File: config.mk
export PLATFORM = sky130hd
export DESIGN_NAME = vpg_mode_sel_flat
export DESIGN_NICKNAME = d
export VERILOG_FILES = /design/src/rtl/vpg_pkg.sv /design/src/rtl/vpg_mode_sel_if.sv /design/src/rtl/vpg_debounce.sv /design/src/rtl/vpg_mode_sel.sv /design/src/flat_wrapper.sv
export SDC_FILE = /design/constraint.sdc
export NUM_CORES = 1
export LEC_CHECK = 0
export ABC_AREA = 1
export BUFFER_PORTS_ARGS = -buffer_cell sky130_fd_sc_hd__buf_2
export CAP_MARGIN = 20
export CORE_ASPECT_RATIO = 0.75
export CORE_MARGIN = 2
export CORE_UTILIZATION = 25
export CTS_CLUSTER_SIZE = 14
export DETAILED_ROUTE_END_ITERATION = 16
export PLACE_DENSITY = 0.43
export REMOVE_ABC_BUFFERS = 1
export SLEW_MARGIN = 15
export SYNTH_ARGS = -nofsm -noshare
export SYNTH_HDL_FRONTEND = slang
export SYNTH_SLANG_ARGS = --single-unit
File: constraint.sdc
create_clock -name clk -period 5.09 [get_ports clk]
set_input_delay 1.2725 -clock clk [delete_from_list [all_inputs] [get_ports clk]]
set_output_delay 1.2725 -clock clk [all_outputs]
set_load 0.01 [all_outputs]
File: src/rtl/vpg_pkg.sv
// Shared VPG definitions: mode index encodings and default mode-table size.
// Latency: n/a (types and constants only).
// Backpressure: n/a.
package vpg_pkg;

    localparam int VPG_MODE_W    = 4;
    localparam int VPG_NUM_MODES = 10;

    // Timing-mode indices as understood by the VPG timing core and HDMI TX.
    typedef enum logic [VPG_MODE_W-1:0] {
        VGA_640x480p60    = 4'd0,
        SVGA_800x600p60   = 4'd1,
        XGA_1024x768p60   = 4'd2,
        HD_1280x720p60    = 4'd3,
        WXGA_1280x800p60  = 4'd4,
        SXGA_1280x1024p60 = 4'd5,
        WXGAP_1440x900p60 = 4'd6,
        HDP_1600x900p60   = 4'd7,
        UXGA_1600x1200p60 = 4'd8,
        FHD_1920x1080p60  = 4'd9
    } vpg_mode_e;

endpackage

File: src/rtl/vpg_mode_sel_if.sv
// Control-side bundle of the mode selector: buttons, direct load, mask, mode outputs.
// Latency: n/a (wiring only).
// Backpressure: none; all requests are fire-and-forget, sampled on clk_en ticks.
interface vpg_mode_sel_if
    import vpg_pkg::*;
#(
    parameter int MODE_W    = VPG_MODE_W,
    parameter int NUM_MODES = VPG_NUM_MODES
);

    logic                 btn_next;
    logic                 btn_prev;
    logic                 load_valid;
    logic [MODE_W-1:0]    load_mode;
    logic [NUM_MODES-1:0] mode_mask;
    logic [MODE_W-1:0]    vpg_mode;
    logic                 vpg_mode_change;
    logic                 load_err;

    // Board buttons / control logic side.
    modport master (
        output btn_next,
        output btn_prev,
        output load_valid,
        output load_mode,
        output mode_mask,
        input  vpg_mode,
        input  vpg_mode_change,
        input  load_err
    );

    // Mode selector side.
    modport slave (
        input  btn_next,
        input  btn_prev,
        input  load_valid,
        input  load_mode,
        input  mode_mask,
        output vpg_mode,
        output vpg_mode_change,
        output load_err
    );

endinterface

File: src/rtl/vpg_debounce.sv
// Button debouncer: accepts a raw level after DEBOUNCE_CYC stable ticks, flags 0->1 edges.
// Latency: stable updates on tick DEBOUNCE_CYC of a steady level; rise is a registered 1-tick pulse.
// Backpressure: none; state only advances on clk_en ticks and holds otherwise.
module vpg_debounce #(
    parameter int DEBOUNCE_CYC = 16
) (
    input  logic clk,
    input  logic reset_n,
    input  logic clk_en,
    input  logic raw,
    output logic stable,
    output logic rise
);

    localparam int CNT_W = $clog2(DEBOUNCE_CYC + 1);

    logic [CNT_W-1:0] cnt;

    // Count consecutive disagreeing ticks; commit the raw level once the count
    // completes. The stable level starts high so a button held through reset
    // must be released and pressed again before it produces an event. The raw
    // input is expected to arrive through the board's pad synchronizer.
    always_ff @(posedge clk) begin
        if (!reset_n) begin
            cnt    <= '0;
            stable <= 1'b1;
            rise   <= 1'b0;
        end else if (clk_en) begin
            if (raw != stable) begin
                if (cnt == CNT_W'(DEBOUNCE_CYC - 1)) begin
                    cnt    <= '0;
                    stable <= raw;
                    rise   <= raw;
                end else begin
                    cnt  <= cnt + CNT_W'(1);
                    rise <= 1'b0;
                end
            end else begin
                cnt  <= '0;
                rise <= 1'b0;
            end
        end
    end

endmodule

File: src/rtl/vpg_mode_sel.sv
// Video-mode selector: steps/loads the active VPG mode through the enabled set, strobes changes.
// Latency: load 1 tick; button DEBOUNCE_CYC+1 ticks; auto step on tick STARTUP_DELAY.
// Backpressure: none; coincident lower-priority events are discarded, clk_en=0 freezes all state.
module vpg_mode_sel
    import vpg_pkg::*;
#(
    parameter int MODE_W        = VPG_MODE_W,
    parameter int NUM_MODES     = VPG_NUM_MODES,
    parameter int RESET_MODE    = FHD_1920x1080p60,
    parameter int DEBOUNCE_CYC  = 16,
    parameter int AUTO_INIT     = 1,
    parameter int STARTUP_DELAY = 9,
    parameter int CHANGE_HOLD   = 4
) (
    input  logic          clk,
    input  logic          reset_n,
    input  logic          clk_en,
    vpg_mode_sel_if.slave bus
);

    localparam int EXT_W  = 2 ** MODE_W;
    localparam int IDX_W  = (NUM_MODES > 1) ? $clog2(NUM_MODES) : 1;
    localparam int ST_W   = $clog2(STARTUP_DELAY + 1);
    localparam int HOLD_W = $clog2(CHANGE_HOLD + 1);

    // First enabled index after cur in the requested direction, wrapping
    // explicitly at NUM_MODES. Returns cur when nothing else is enabled,
    // which the caller sees as "no change".
    function automatic logic [MODE_W-1:0] step_search(
        input logic [MODE_W-1:0]    cur,
        input logic [NUM_MODES-1:0] mask,
        input logic                 fwd
    );
        logic [MODE_W-1:0] res;
        logic              found;
        int                idx;
        res   = cur;
        found = 1'b0;
        for (int k = 1; k < NUM_MODES; k++) begin
            if (fwd) begin
                idx = int'(cur) + k;
                if (idx >= NUM_MODES) idx = idx - NUM_MODES;
            end else begin
                idx = int'(cur) - k;
                if (idx < 0) idx = idx + NUM_MODES;
            end
            if (!found && mask[IDX_W'(idx)]) begin
                res   = MODE_W'(idx);
                found = 1'b1;
            end
        end
        return res;
    endfunction

    logic                 next_stable;
    logic                 next_rise;
    logic                 prev_stable;
    logic                 prev_rise;
    logic                 unused_stable;

    logic [MODE_W-1:0]    mode_q;
    logic [MODE_W-1:0]    mode_d;
    logic [EXT_W-1:0]     mask_ext;
    logic                 load_ok;
    logic                 auto_fire;
    logic                 fwd_req;
    logic                 bwd_req;
    logic                 load_err_q;
    logic                 change_q;
    logic [HOLD_W-1:0]    hold_cnt;
    logic [ST_W-1:0]      start_cnt;

    vpg_debounce #(
        .DEBOUNCE_CYC (DEBOUNCE_CYC)
    ) u_db_next (
        .clk     (clk),
        .reset_n (reset_n),
        .clk_en  (clk_en),
        .raw     (bus.btn_next),
        .stable  (next_stable),
        .rise    (next_rise)
    );

    vpg_debounce #(
        .DEBOUNCE_CYC (DEBOUNCE_CYC)
    ) u_db_prev (
        .clk     (clk),
        .reset_n (reset_n),
        .clk_en  (clk_en),
        .raw     (bus.btn_prev),
        .stable  (prev_stable),
        .rise    (prev_rise)
    );

    // Only the press edges drive stepping; the debounced levels are not needed here.
    assign unused_stable = next_stable ^ prev_stable;

    // Startup tick counter: runs from reset release and saturates after the auto step.
    always_ff @(posedge clk) begin
        if (!reset_n) begin
            start_cnt <= '0;
        end else if (clk_en && (start_cnt < ST_W'(STARTUP_DELAY))) begin
            start_cnt <= start_cnt + ST_W'(1);
        end
    end

    // Arbitrate load > forward (press or auto) > backward and pick the next mode.
    always_comb begin
        mask_ext  = EXT_W'(bus.mode_mask);
        load_ok   = mask_ext[bus.load_mode];
        auto_fire = (AUTO_INIT != 0) && clk_en
                    && (start_cnt == ST_W'(STARTUP_DELAY - 1));
        // Opposing presses cancel unless the auto step forces a forward move.
        fwd_req   = auto_fire || (next_rise && !prev_rise);
        bwd_req   = !fwd_req && prev_rise && !next_rise;
        mode_d    = mode_q;
        if (bus.load_valid) begin
            if (load_ok) mode_d = bus.load_mode;
        end else if (fwd_req) begin
            mode_d = step_search(mode_q, bus.mode_mask, 1'b1);
        end else if (bwd_req) begin
            mode_d = step_search(mode_q, bus.mode_mask, 1'b0);
        end
    end

    // Mode register and one-tick rejected-load flag.
    always_ff @(posedge clk) begin
        if (!reset_n) begin
            mode_q     <= MODE_W'(RESET_MODE);
            load_err_q <= 1'b0;
        end else if (clk_en) begin
            mode_q     <= mode_d;
            load_err_q <= bus.load_valid && !load_ok;
        end
    end

    // Change strobe: any real mode change (re)loads the hold window so that
    // back-to-back changes merge into one continuous pulse.
    always_ff @(posedge clk) begin
        if (!reset_n) begin
            hold_cnt <= '0;
            change_q <= 1'b0;
        end else if (clk_en) begin
            if (mode_d != mode_q) begin
                hold_cnt <= HOLD_W'(CHANGE_HOLD - 1);
                change_q <= 1'b1;
            end else if (hold_cnt != '0) begin
                hold_cnt <= hold_cnt - HOLD_W'(1);
                change_q <= 1'b1;
            end else begin
                change_q <= 1'b0;
            end
        end
    end

    assign bus.vpg_mode        = mode_q;
    assign bus.vpg_mode_change = change_q;
    assign bus.load_err        = load_err_q;

endmodule

File: src/flat_wrapper.sv
// flat-port wrapper written by rule: the top's interface ports become plain ports
module vpg_mode_sel_flat import vpg_pkg::*;
#(
    parameter int MODE_W        = VPG_MODE_W,
    parameter int NUM_MODES     = VPG_NUM_MODES,
    parameter int RESET_MODE    = FHD_1920x1080p60,
    parameter int DEBOUNCE_CYC  = 16,
    parameter int AUTO_INIT     = 1,
    parameter int STARTUP_DELAY = 9,
    parameter int CHANGE_HOLD   = 4
)
  (clk, reset_n, clk_en, bus_btn_next, bus_btn_prev, bus_load_valid, bus_load_mode, bus_mode_mask, bus_vpg_mode, bus_vpg_mode_change, bus_load_err);
  vpg_mode_sel_if #(.MODE_W(MODE_W), .NUM_MODES(NUM_MODES)) bus_i ();
  input  logic clk;
  input  logic reset_n;
  input  logic clk_en;
  input wire logic [$bits(bus_i.btn_next)-1:0] bus_btn_next;
  input wire logic [$bits(bus_i.btn_prev)-1:0] bus_btn_prev;
  input wire logic [$bits(bus_i.load_valid)-1:0] bus_load_valid;
  input wire logic [$bits(bus_i.load_mode)-1:0] bus_load_mode;
  input wire logic [$bits(bus_i.mode_mask)-1:0] bus_mode_mask;
  output wire logic [$bits(bus_i.vpg_mode)-1:0] bus_vpg_mode;
  output wire logic [$bits(bus_i.vpg_mode_change)-1:0] bus_vpg_mode_change;
  output wire logic [$bits(bus_i.load_err)-1:0] bus_load_err;
  assign bus_i.btn_next = bus_btn_next;
  assign bus_i.btn_prev = bus_btn_prev;
  assign bus_i.load_valid = bus_load_valid;
  assign bus_i.load_mode = bus_load_mode;
  assign bus_i.mode_mask = bus_mode_mask;
  assign bus_vpg_mode = bus_i.vpg_mode;
  assign bus_vpg_mode_change = bus_i.vpg_mode_change;
  assign bus_load_err = bus_i.load_err;
  vpg_mode_sel #(.MODE_W(MODE_W), .NUM_MODES(NUM_MODES), .RESET_MODE(RESET_MODE), .DEBOUNCE_CYC(DEBOUNCE_CYC), .AUTO_INIT(AUTO_INIT), .STARTUP_DELAY(STARTUP_DELAY), .CHANGE_HOLD(CHANGE_HOLD)) u_core (.clk(clk), .reset_n(reset_n), .clk_en(clk_en), .bus(bus_i));
endmodule
Word level (Yosys, flattened, before mapping) --
Cells that the tools add are included.
Word-level totals: input bits 20, output and inout port bits 6, register bits after elaboration 27
Cells by class: reductions and logical operators 48, magnitude comparators 38, multiplexer cells 209, $add $sub $neg 40, eq/ne operators 6
Operators with widths (number):
- 4-bit two-way mux | 85
- 4-bit by 6-bit < comparator with 1-bit output, second input constant | 18
- 1-bit two-way mux | 99
- 1-bit binary-select mux with 4-bit select | 19
- 5-bit by 4-bit >= comparator with 1-bit output, second input constant | 9
- 5-bit by 1-bit < comparator with 1-bit output, second input constant | 9
- 4-bit adder, second input constant | 9
- 4-bit subtractor, second input constant | 9
- 1-bit logical AND | 22
- 4-bit by 3-bit adder with 5-bit output, second input constant | 4
- 1-bit zero test | 20
- 5-bit two-way mux | 4
- 4-bit by 3-bit subtractor with 5-bit output, second input constant | 4
- 4-bit by 2-bit adder with 5-bit output, second input constant | 2
- 4-bit by 4-bit adder with 5-bit output, second input constant | 2
- 5-bit by 1-bit adder with 5-bit output, second input constant | 2
- 5-bit by 4-bit equality test with 1-bit output, second input constant | 2
- 4-bit by 2-bit subtractor with 5-bit output, second input constant | 2
- 4-bit by 4-bit subtractor with 5-bit output, second input constant | 2
- 3-bit two-way mux | 2
- 3-bit AND reduction | 2
- 4-bit by 1-bit adder with 5-bit output, second input constant | 1
- 4-bit by 5-bit < comparator with 1-bit output, second input constant | 1
- 4-bit by 1-bit subtractor with 5-bit output, second input constant | 1
- 10 further kinds | 11

Logic depth before layout (Yosys ltp) --
Gate-level depths: netlist of run 1.
depth in word-level cells 67, mapped depth 40

Cells and area by module --
From an unflattened synthesis of run 1, not the netlist that was laid out.
Second synthesis, totals: cell total of the unflattened synthesis 962, area total of the unflattened synthesis 5429.0 um^2
Modules (own cells, without submodules):
- vpg_mode_sel | seq. area each 260.2 um^2, cells each 872, area each 4750.8 um^2, instances 1
- vpg_debounce | seq. area each 140.1 um^2, cells each 45, area each 339.1 um^2, instances 2

Least setup slack after synthesis of run 1 --
OpenSTA, ideal clock, no wires.
path kind reg-to-reg, start point register u_core.mode_q[1], in the netlist u_core.bus.vpg_mode[1], end point register u_core.hold_cnt[0], arrival 4.132 ns, stages on the path, launching flop included 35, setup time 0.113 ns, slack 0.846 ns, path buffers 2, required time 4.977 ns, path through dfxtp_1 inv_2 ha_1 buf_2 inv_2 ha_1 inv_1 nand2_1 o21ai_2 inv_1 nand3_1 nand2_1 nand2_2 nand2_4 nand2_4 nor2_4 nand2_4 nor2_8 nand3_2 or2_1 buf_6 nor2_2 nor2_1 nand2_1 nand2_1 a21oi_1 nand2_1 nand3_1 nand4_1 nor2_2 nand3_2 nand2_2 nand2_1 nand2_1 nor2_1
Between the ends: word-level cells in the longest chain between the ends 64, elaborated cells between the ends (all ways) 285, those cells by class 36 x add/sub; 18 x order compare; 1 x eq/ne; 196 x mux; 34 x reduce/logical
Ends and longest elaborated chain:
- start: declaration | RTL line vpg_mode_sel.sv:61 | logic [MODE_W-1:0] mode_q;
- start signal: assignment | RTL line vpg_mode_sel.sv:129 | mode_q <= MODE_W'(RESET_MODE);
- start signal: assignment | RTL line vpg_mode_sel.sv:132 | mode_q <= mode_d;
- 4-bit by 1-bit subtractor with 5-bit output
- 4-bit adder or 5-bit by 1-bit < comparator with 1-bit output (tied branches)
- 4-bit two-way mux | RTL line vpg_mode_sel.sv:45 | if (idx < 0) idx = idx + NUM_MODES;
- 4-bit two-way mux | RTL line vpg_mode_sel.sv:121 | end else if (bwd_req) begin
- 4-bit two-way mux | RTL line vpg_mode_sel.sv:119 | end else if (fwd_req) begin
- 4-bit two-way mux | RTL line vpg_mode_sel.sv:117 | if (bus.load_valid) begin
- 1-bit binary-select mux with 4-bit select | RTL line vpg_mode_sel.sv:47 | if (!found && mask[IDX_W'(idx)]) begin
- 1-bit two-way mux (not written as such) (2 in series) | RTL line vpg_mode_sel.sv:47
- (+47 left out)
- 1-bit logical AND | RTL line vpg_mode_sel.sv:47
- 4-bit two-way mux | RTL line vpg_mode_sel.sv:47
- 4-bit two-way mux | RTL line vpg_mode_sel.sv:121
- 4-bit two-way mux | RTL line vpg_mode_sel.sv:119
- 4-bit two-way mux | RTL line vpg_mode_sel.sv:117
- 4-bit inequality test (*) | RTL line vpg_mode_sel.sv:144 | if (mode_d != mode_q) begin
- 2-bit nonzero test (no line)
- 2-bit AND reduction (no line)
- end signal: assignment | RTL line vpg_mode_sel.sv:145 | hold_cnt <= HOLD_W'(CHANGE_HOLD - 1);
- end signal: assignment | RTL line vpg_mode_sel.sv:148 | hold_cnt <= hold_cnt - HOLD_W'(1);
- end: declaration | RTL line vpg_mode_sel.sv:70 | logic [HOLD_W-1:0] hold_cnt;
Mark *: on every way between the ends. The rest lies on a longest branch, timed or not. The select of a mux whose other input is x is not followed. A chain may end at the register's enable or synchronous reset.

Worst setup path after layout of run 1 --
start point register u_core.mode_q[1], in the netlist u_core.bus.vpg_mode[1], end point register u_core.hold_cnt[1]
The elaborated chain is that of the path after synthesis.

==> metrics.txt, run 1 <==
outcome complete, no violations; Internal Dissipation just over 0.7 mW; GPL Wtd Cong between 0.8 and 0.9; total number of vias ~6k; Vias per Instance 4.78; final wirelength between 15000 and 20000 µm; hold depth 2; # port buffers 25; Logic pwr share 0.752; hold path startpoint u_core.u_db_prev.cnt[4]; PostCTS Resize Cnt 0; row count 46; Tot GR Track Use 0.166; crit path kind flip-flop to flip-flop; H-tree lvl count 1; unrepaired setup endpoints after global routing no; num ports 26; Min-Delay Endpoint u_core.u_db_prev.cnt[4]; die footprint around 23000 µm²; Slew Viols, Final 0; Worst-Skew Late Latency approximately 0.26 ns; post-DR wirelength/cell approximately 15 µm; worst-path cell with the longest stage delay ha_1; Seq/Total Area, Yosys 0.101; Die Width 173 µm; Synth Warn # 0; largest net degree at the start of global routing 26; initial antenna violation count 1; layout cells sized above 1 0.135; Commonest cells post-synth 285 x nand2_1, 132 x inv_1, 102 x nand3_1; Worst Max-Slew Pin Slew 0.712 ns; placed cells 1251; clk slew on worst S/H paths approximately 0.070 ns; sequential share of power 0.139; CTS Buf Count 3; final setup fails 0; Detailed Place HPWL around 16000 µm; grt ovf 0; number of synthesized register bits 27; synth unique cells 52; Slew headroom 0.520; most used cell, CP nand2_1; Req. time, crit path about 5.3 ns; reg2reg start u_core.bus.vpg_mode[1]; Final #Nets ~1.0k; CTS hold repair buffers 0; crit-path max FO 7; Starting Density 0.254; # DRC 0; Post-CTS Setup Bufs 0; Mapped Avg Cell Area roughly 5.7 µm²; cell area power density between 200 and 300 nW/µm²; largest area contributor in the netlist nand2_1; VDD IR max ~0.00011 V; final number of hold-violating endpoints 0; CP Capture Type flip-flop; Slowest Stage Delay on Critical Path about 0.49 ns; r2r endpoint u_core.hold_cnt[1]; Lkg Pwr between 2 and 3 nW; Mapped Cells 943; post-synth top area share 0.200; n_diodes 0; FFs w/ async S/R, synth 0; switching share of power 0.572; Peak Freq 0.219 GHz; crit path DAT between 4 and 5 ns; Hold Crit Class flip-flop to flip-flop; Core Box Area about 21000 µm²; synth top area cells nand2_1 20%, dfxtp_1 10%, nand3_1 9.6%; first-pass GRT wire length around 30000 µm; ANT nets after route 0; setup TNS 0 ns; CTS Buffer Depth 2; drt first pass iters 5; die height roughly 130 µm; area delta synth->final 9.76%; Worst setup SP type flip-flop; post-route insts no fill around 1.3k; mapped cell area 5340 µm²; Post-synth EDFFs 0; flop2flop setup slack roughly 0.53 ns; P_sw 0.950 mW; Sink Count 27; max_cap viols 0; final setup skew roughly 0.0029 ns; most common cell in the netlist nand2_1; CTS tree yes; CTS Root Cell clkbuf_16; dominant synthesized flop cell dfxtp_1; clock period minus worst slack ~4.6 ns; Clock Power Share 0.110; number of global-route vias before repair 5276; 1st-iter DRT viols slightly above 500; R2R depth 30; Tcrit/Tclk final 0.896
[layout by cell type, fill, tap and decap left out, types with 2 or more instances in the layout]
| master | Yosys | layout |
|---|---|---|
| nand2_1 | 285 | 285 |
| inv_1 | 132 | 132 |
| nand3_1 | 102 | 102 |
| o21ai_0 | 63 | 63 |
| a21oi_1 | 59 | 59 |
| nor2_1 | 42 | 42 |
| ha_1 | 36 | 36 |
| dfxtp_1 | 27 | 26 |
| buf_2 | 4 | 25 |
| nand2_2 | 22 | 22 |
| o21ai_2 | 16 | 16 |
| nand4_1 | 15 | 15 |
| o21ai_1 | 14 | 14 |
| inv_2 | 13 | 13 |
| o211ai_1 | 12 | 12 |
| xor2_1 | 11 | 11 |
| buf_4 | 2 | 11 |
| nand3_2 | 10 | 10 |
| nand2_4 | 8 | 8 |
| nor3_1 | 8 | 8 |
| nor2_2 | 5 | 5 |
| a31oi_1 | 4 | 4 |
| xor2_2 | 3 | 3 |
| nand3b_1 | 3 | 3 |
| or2_2 | 3 | 3 |
| clkbuf_16 | 0 | 3 |
| inv_4 | 2 | 2 |
| o21ai_4 | 2 | 2 |
| nor2_8 | 2 | 2 |
| a21oi_2 | 2 | 2 |
| o31ai_1 | 2 | 2 |
| a211oi_1 | 2 | 2 |
| xnor2_1 | 2 | 2 |
| or2_0 | 2 | 2 |
| and2_1 | 2 | 2 |
| and3_1 | 2 | 2 |
[critical path: cells and delay by family, from the launching register on]
| family | cells | cell delay (ns) |
|---|---|---|
| adder cells (fa/ha/maj) | 2 | 0.88 |
| flip-flops | 1 | 0.45 |
| buffers and inverters | 2 | 0.29 |
| AND/OR/NAND/NOR | 22 | 2.38 |
| AO/OA/AOI/OAI | 4 | 0.45 |
[sequential cells by signal, indices dropped and copies added, names as in the netlist]
register,cells
u_core.u_db_next.rise,1
u_core.u_db_prev.stable,1
u_core.u_db_next.cnt,5
u_core.u_db_prev.cnt,5
u_core.u_db_prev.rise,1
u_core.bus.vpg_mode,4
u_core.hold_cnt,3
u_core.start_cnt,4
u_core.u_db_next.stable,1
u_core.bus.load_err,1
u_core.bus.vpg_mode_change,1
[routing by layer]
metal  track usage  part of all wire
met2         0.253              0.40
met4        0.0120            0.0048
met5             0                 0
met3        0.0182             0.063
met1         0.258              0.53
[cell families (layout without fill, tap and decap cells)]
kind of cell | after synthesis | after routing | synth area share
AO/OA/AOI/OAI | 182 | 182 | 0.199
XOR/XNOR | 16 | 16 | 0.0304
adder cells (fa/ha/maj) | 37 | 37 | 0.0880
buffers and inverters | 164 | 188 | 0.129
flip-flops | 27 | 27 | 0.101
AND/OR/NAND/NOR | 517 | 517 | 0.453
[metrics by stage]
step	hold slack, ns	power (mW)	cell area [µm²]	setup slack (ns)	util
after floorplan	0.418	1.14	5220	0.148	-
after global placement	0.435	1.48	5790	0.528	0.275
after detailed placement	0.435	1.46	5790	0.587	0.275
after CTS	0.448	1.65	5870	0.564	0.278
after global routing	0.466	1.84	5870	0.0627	0.278
final	0.454	1.66	5870	0.530	0.278
[layout make-up]
type	count	area [µm²]
Clock buffer	4	78.8
Fill cell	2420	15200
Inverter	148	561
Multi-Input combinational cell	752	4120
Sequential cell	27	542
Tap cell	288	360
Timing Repair Buffer	36	208
[worst max path at each step]
stage                                      start  cells after the start            endpoint  slack, ns
final                     u_core.bus.vpg_mode[1]                     30  u_core.hold_cnt[1]       0.53
after global routing      u_core.bus.vpg_mode[1]                     29  u_core.hold_cnt[0]       0.06
after CTS                 u_core.bus.vpg_mode[1]                     30  u_core.hold_cnt[1]       0.56
after detailed placement        bus_mode_mask[5]                     28  u_core.hold_cnt[1]       0.59
after global placement    u_core.bus.vpg_mode[1]                     30  u_core.hold_cnt[0]       0.53
after floorplan           u_core.bus.vpg_mode[0]                     32  u_core.hold_cnt[0]       0.15
[power by group through the flow]
stage          Combinational [mW]  Sequential (mW)  Clock (mW)
2_1_floorplan               0.894            0.246           0
3_3_place_gp                 1.24            0.235           0
3_5_place_dp                 1.23            0.235           0
4_1_cts                      1.23            0.230       0.189
5_1_grt                      1.41            0.231       0.199
6_report                     1.25            0.230       0.182
Power figures use the tool's default switching activity.
==> run 2, diff against run 1 <==
- CORE_ASPECT_RATIO: 0.75 -> 1.4
- CTS_CLUSTER_DIAMETER: unset -> 30
==> metrics.txt, run 2 (synthesis results as in run 1) <==
outcome complete, no violations; crit path kind flip-flop to flip-flop; final number of hold-violating endpoints 0; register area 542 µm²; clock period minus worst slack roughly 4.5 ns; top flop regs u_core.u_db_next.cnt (5), u_core.u_db_prev.cnt (5); number of global-route vias before repair about 5.7k; Slowest Stage Delay on Critical Path between 0.4 and 0.5 ns; Final #Nets slightly above 1k; Core Box Area ~21000 µm²; 1st-iter DRT viols slightly below 300; flop2flop setup slack between 0.6 and 0.7 ns; CTS Buffer Depth 2; unrepaired setup endpoints after global routing no; Worst setup SP type flip-flop; die footprint around 23000 µm²; CTS Buf Count 3; largest net degree at the start of global routing 31; commonest non-fill, non-tap cell in the layout nand2_1; num ports 26; Vias per Instance 4.89; Slew Viols, Final 0; post-DR wirelength/cell 16.2 µm; R2R depth 29; CTS hold repair buffers 0; final setup skew between 0.006 and 0.007 ns; drt first pass iters 5; CTS tree yes; Slew headroom 0.451; n_diodes 0; PostCTS Resize Cnt 0; worst-path cell with the longest stage delay ha_1; clk slew on worst S/H paths 0.07 ns; cell area power density about 280 nW/µm²; final setup fails 0; grt ovf 0; layout cells sized above 1 0.137; Sink Count 27; row count 63; Worst Max-Slew Pin Slew about 0.82 ns; Detailed Place HPWL roughly 16000 µm; crit path DAT between 4 and 5 ns; total number of vias between 5k and 6k; Post-CTS Setup Bufs 0; Layout fillers 2428; CTS Root Cell clkbuf_16; fin area 5840 µm²; ANT nets after route 0; Final WS setup about 0.6 ns; Hold Crit Class flip-flop to flip-flop; VDD IR max between 0.00015 and 0.0002 V; Area after DPL 5760 µm²; most used cell, CP nand2_1; initial antenna violation count 0; commonest cells after routing, fill and taps aside 285 x nand2_1, 132 x inv_1, 102 x nand3_1; Req. time, crit path 5.25 ns; area delta synth->final 9.32%; Lkg Pwr just under 3 nW; # port buffers 25; Die Width between 100 and 150 µm; GPL Wtd Cong about 0.93; Worst-Skew Late Latency between 0.2 and 0.3 ns; max_cap viols 0; first-pass GRT wire length slightly above 30000 µm; H-tree lvl count 1; Post-Place Setup Slack approximately 0.54 ns; # DRC 0; hold depth 2; CP Capture Type flip-flop; Peak Freq about 0.22 GHz; area occupied by multi-input gates around 4000 µm²; Tcrit/Tclk final 0.882; Tot GR Track Use 0.174; setup TNS 0 ns; crit-path max FO 15; Starting Density 0.254; die height 177 µm; final wirelength just under 20000 µm; final core occ 0.278
==> run 2: changes by cell type in the layout (fill, tap and decap cells not counted), sizes merged <==
cell / delta
buf: +1
clkbuf: -1
clkinvlp: +1
==> run 2: worst paths after layout <==
path,startpoint,endpoint
worst max-delay path,u_core.bus.vpg_mode[2],u_core.hold_cnt[1]
worst min-delay path,u_core.u_db_prev.cnt[4],u_core.u_db_prev.cnt[4]
worst max register to register,u_core.bus.vpg_mode[2],u_core.hold_cnt[1]
worst min register to register,u_core.u_db_prev.cnt[4],u_core.u_db_prev.cnt[4]
==> run 2: area by class of cell <==
cell class                 count  share of cell area
clock inverter                 1             0.00129
inverter                     148              0.0960
tap                          260              0.0557
clock buffer                   3              0.0129
timing repair buffer          37              0.0368
multi-input combinational    752               0.705
sequential                    27              0.0927
==> run 2: critical path: cells and delay by family (launching register included) <==
family,cells,cell delay [ns]
buffers and inverters,3,0.56
AOI/OAI and AO/OA,1,0.13
DFF,1,0.32
xor gates and xnor gates,1,0.16
and+or+nand+nor,22,2.49
adders and majority gates,2,0.72
==> run 2: layer usage <==
layer | routed length (µm) | track usage
met2 | 10300 | 0.332
met1 | 8020 | 0.195
met4 | 992 | 0.0765
met3 | 562 | 0.0106
met5 | 0 | 0
==> run 2: per-stage QoR <==
step,instances,power (mW),hold slack (ns)
2_1_floorplan,927,1.14,0.418
3_3_place_gp,1224,1.48,0.431
3_5_place_dp,1224,1.48,0.433
4_1_cts,1228,1.67,0.446
5_1_grt,1228,1.82,0.478
6_report,1228,1.65,0.449
==> run 2: power breakdown <==
part	total [mW]	switching [mW]	internal (mW)
clock	0.185	0.0775	0.107
sequential	0.229	0.00868	0.221
combinational	1.24	0.859	0.380
total	1.65	0.945	0.708
==> run 3, diff against run 2 <==
- SYNTH_HIERARCHICAL: unset -> 1
==> metrics.txt, run 3 <==
Post-CTS Setup Bufs 0; total number of vias 6194; Worst setup SP type flip-flop; CP Capture Type flip-flop; # port buffers 25; most common cell in the netlist nand2_1; Slew Viols, Final 0; Final #Nets 1055; fin area ~6000 µm²; Hold Crit Class flip-flop to flip-flop; number of synthesized register bits 27; crit-path max FO 7; H-tree lvl count 1; CTS Root Cell clkbuf_16; commonest non-fill, non-tap cell in the layout nand2_1; initial antenna violation count 0; post-DR wirelength/cell 16.4 µm; unrepaired setup endpoints after global routing no; Starting Density 0.255; cell area power density between 200 and 300 nW/µm²; Internal Dissipation 0.721 mW; Seq/Total Area, Yosys 0.0996; layout cells sized above 1 0.156; number of global-route vias before repair roughly 6.1k; commonest cells after routing, fill and taps aside 305 x nand2_1, 128 x inv_1, 109 x nand3_1; Area after DPL ~6000 µm²; grt ovf 0; Req. time, crit path 5.26 ns; outcome complete, no violations; Logic pwr share 0.760; 1st-iter DRT viols between 300 and 400; Worst-Skew Late Latency 0.27 ns; largest net degree at the start of global routing 27; Tot GR Track Use 0.185; dominant synthesized flop cell dfxtp_1; clk slew on worst S/H paths roughly 0.06 ns; Synth Warn # 6; final wirelength 20600 µm; die footprint approximately 23000 µm²; synth unique cells 51; CTS Buffer Depth 2; mapped cell area about 5400 µm²; Sink Count 27; post-synth top area share 0.211; Mapped Cells slightly below 1k; crit path DAT roughly 4.6 ns; setup TNS 0 ns; clock period minus worst slack 4.43 ns; first-pass GRT wire length about 33000 µm; Vias per Instance about 5; Clock Power Share 0.106; num ports 26; P_sw 0.985 mW; max_cap viols 0; final setup fails 0; Slowest Stage Delay on Critical Path a little under 0.5 ns; sequential share of power 0.134; drt first pass iters 7; Slew headroom 0.555; ANT nets after route 0; FFs w/ async S/R, synth 0; Post-synth EDFFs 0; die height about 180 µm; Final WS setup about 0.66 ns; PostCTS Resize Cnt 0; Peak Freq between 0.2 and 0.25 GHz; worst-path cell with the longest stage delay dfxtp_1; GPL Wtd Cong ~0.89; CTS tree yes; largest area contributor in the netlist nand2_1; final number of hold-violating endpoints 0; top flop regs u_core/u_db_next/cnt (5), u_core/u_db_prev/cnt (5); Lkg Pwr a little over 3 nW; final setup skew roughly 0.0030 ns; most used cell, CP nand2_1; # DRC 0; Tcrit/Tclk final 0.870; area delta synth->final 10.7%; crit path kind flip-flop to flip-flop; VDD IR max between 0.00015 and 0.0002 V; synth top area cells nand2_1 21%, nand3_1 10%, dfxtp_1 10%; total power 1.71 mW; Die Width 129 µm; Mapped Avg Cell Area roughly 5.6 µm²; worst hold margin about 0.47 ns; Worst Max-Slew Pin Slew approximately 0.66 ns; CTS Buf Count 3; CTS hold repair buffers 0; Detailed Place HPWL around 17000 µm; n_diodes 0; Core Box Area about 21000 µm²; Commonest cells post-synth 305 x nand2_1, 128 x inv_1, 109 x nand3_1; Post-Place Setup Slack ~0.65 ns; row count between 60 and 70; switching share of power 0.577
run 3: cell count changes after synthesis, sizes merged, moves of 2 or more:
cell,previous run,this run
and3,2,0
or2,6,4
o211ai,12,9
nand3,113,124
o21a,1,4
nand3b,3,5
nor2,50,53
inv,147,145
a31oi,4,1
o21ai,95,88
clkbuf,4,1
nand2,315,339
run 3: worst max-delay path, delay by kind of cell (launching register included):
family	cells	cell delay (ns)
buf+inv	4	0.39
compound gates	1	0.07
flops	1	0.49
fa+ha+maj	2	0.85
simple gates	29	2.53
run 3: routing by layer:
layer  GRT usage  part of all wire  vias up
met2       0.345              0.51      145
met4      0.0947             0.050        0
li1            -                 -     3199
met3     0.00960             0.034       46
met1       0.213              0.40     2804
met5           0                 0        -
run 3: kinds of logic (layout without fill, tap and decap cells):
family | Yosys count | count (layout) | synth area share
buffers and inverters | 160 | 196 | 0.122
and+or+nand+nor | 551 | 551 | 0.477
xor gates and xnor gates | 17 | 17 | 0.0330
AOI/OAI and AO/OA | 169 | 169 | 0.180
adders and majority gates | 36 | 36 | 0.0844
muxes | 2 | 2 | 0.00392
DFF | 27 | 27 | 0.0996
run 3: layout make-up:
type                    count  area (µm²)
flip-flops and latches     27         541
fillers                  2481       15300
well taps                 260         325
repair buffers             46         283
clock buffers               4        78.8
multi-input cells         775        4220
inverters                 146         558
run 3: worst paths after layout:
| check | end | cells after the start | slack (ns) | from |
|---|---|---|---|---|
| worst max-delay path | u_core/hold_cnt[0] | 36 | 0.66 | u_core/bus.vpg_mode[0] |
| worst min-delay path | u_core/u_db_prev/cnt[4] | 2 | 0.47 | u_core/u_db_prev/cnt[4] |
| worst max register to register | u_core/hold_cnt[0] | 36 | 0.66 | u_core/bus.vpg_mode[0] |
| worst min register to register | u_core/u_db_prev/cnt[4] | 2 | 0.47 | u_core/u_db_prev/cnt[4] |
run 3: stage by stage:
stage          utilization  cells
2_1_floorplan            -    948
3_3_place_gp         0.279   1254
3_5_place_dp         0.279   1254
4_1_cts              0.282   1258
5_1_grt              0.282   1258
6_report             0.282   1258
run 3: power by group through the flow:
stage	Clock [mW]	Combinational [mW]	Sequential, mW
final	0.181	1.30	0.229
after CTS	0.191	1.29	0.229
after detailed placement	0	1.29	0.234
after global routing	0.196	1.46	0.230
after global placement	0	1.30	0.234
after floorplan	0	0.891	0.245
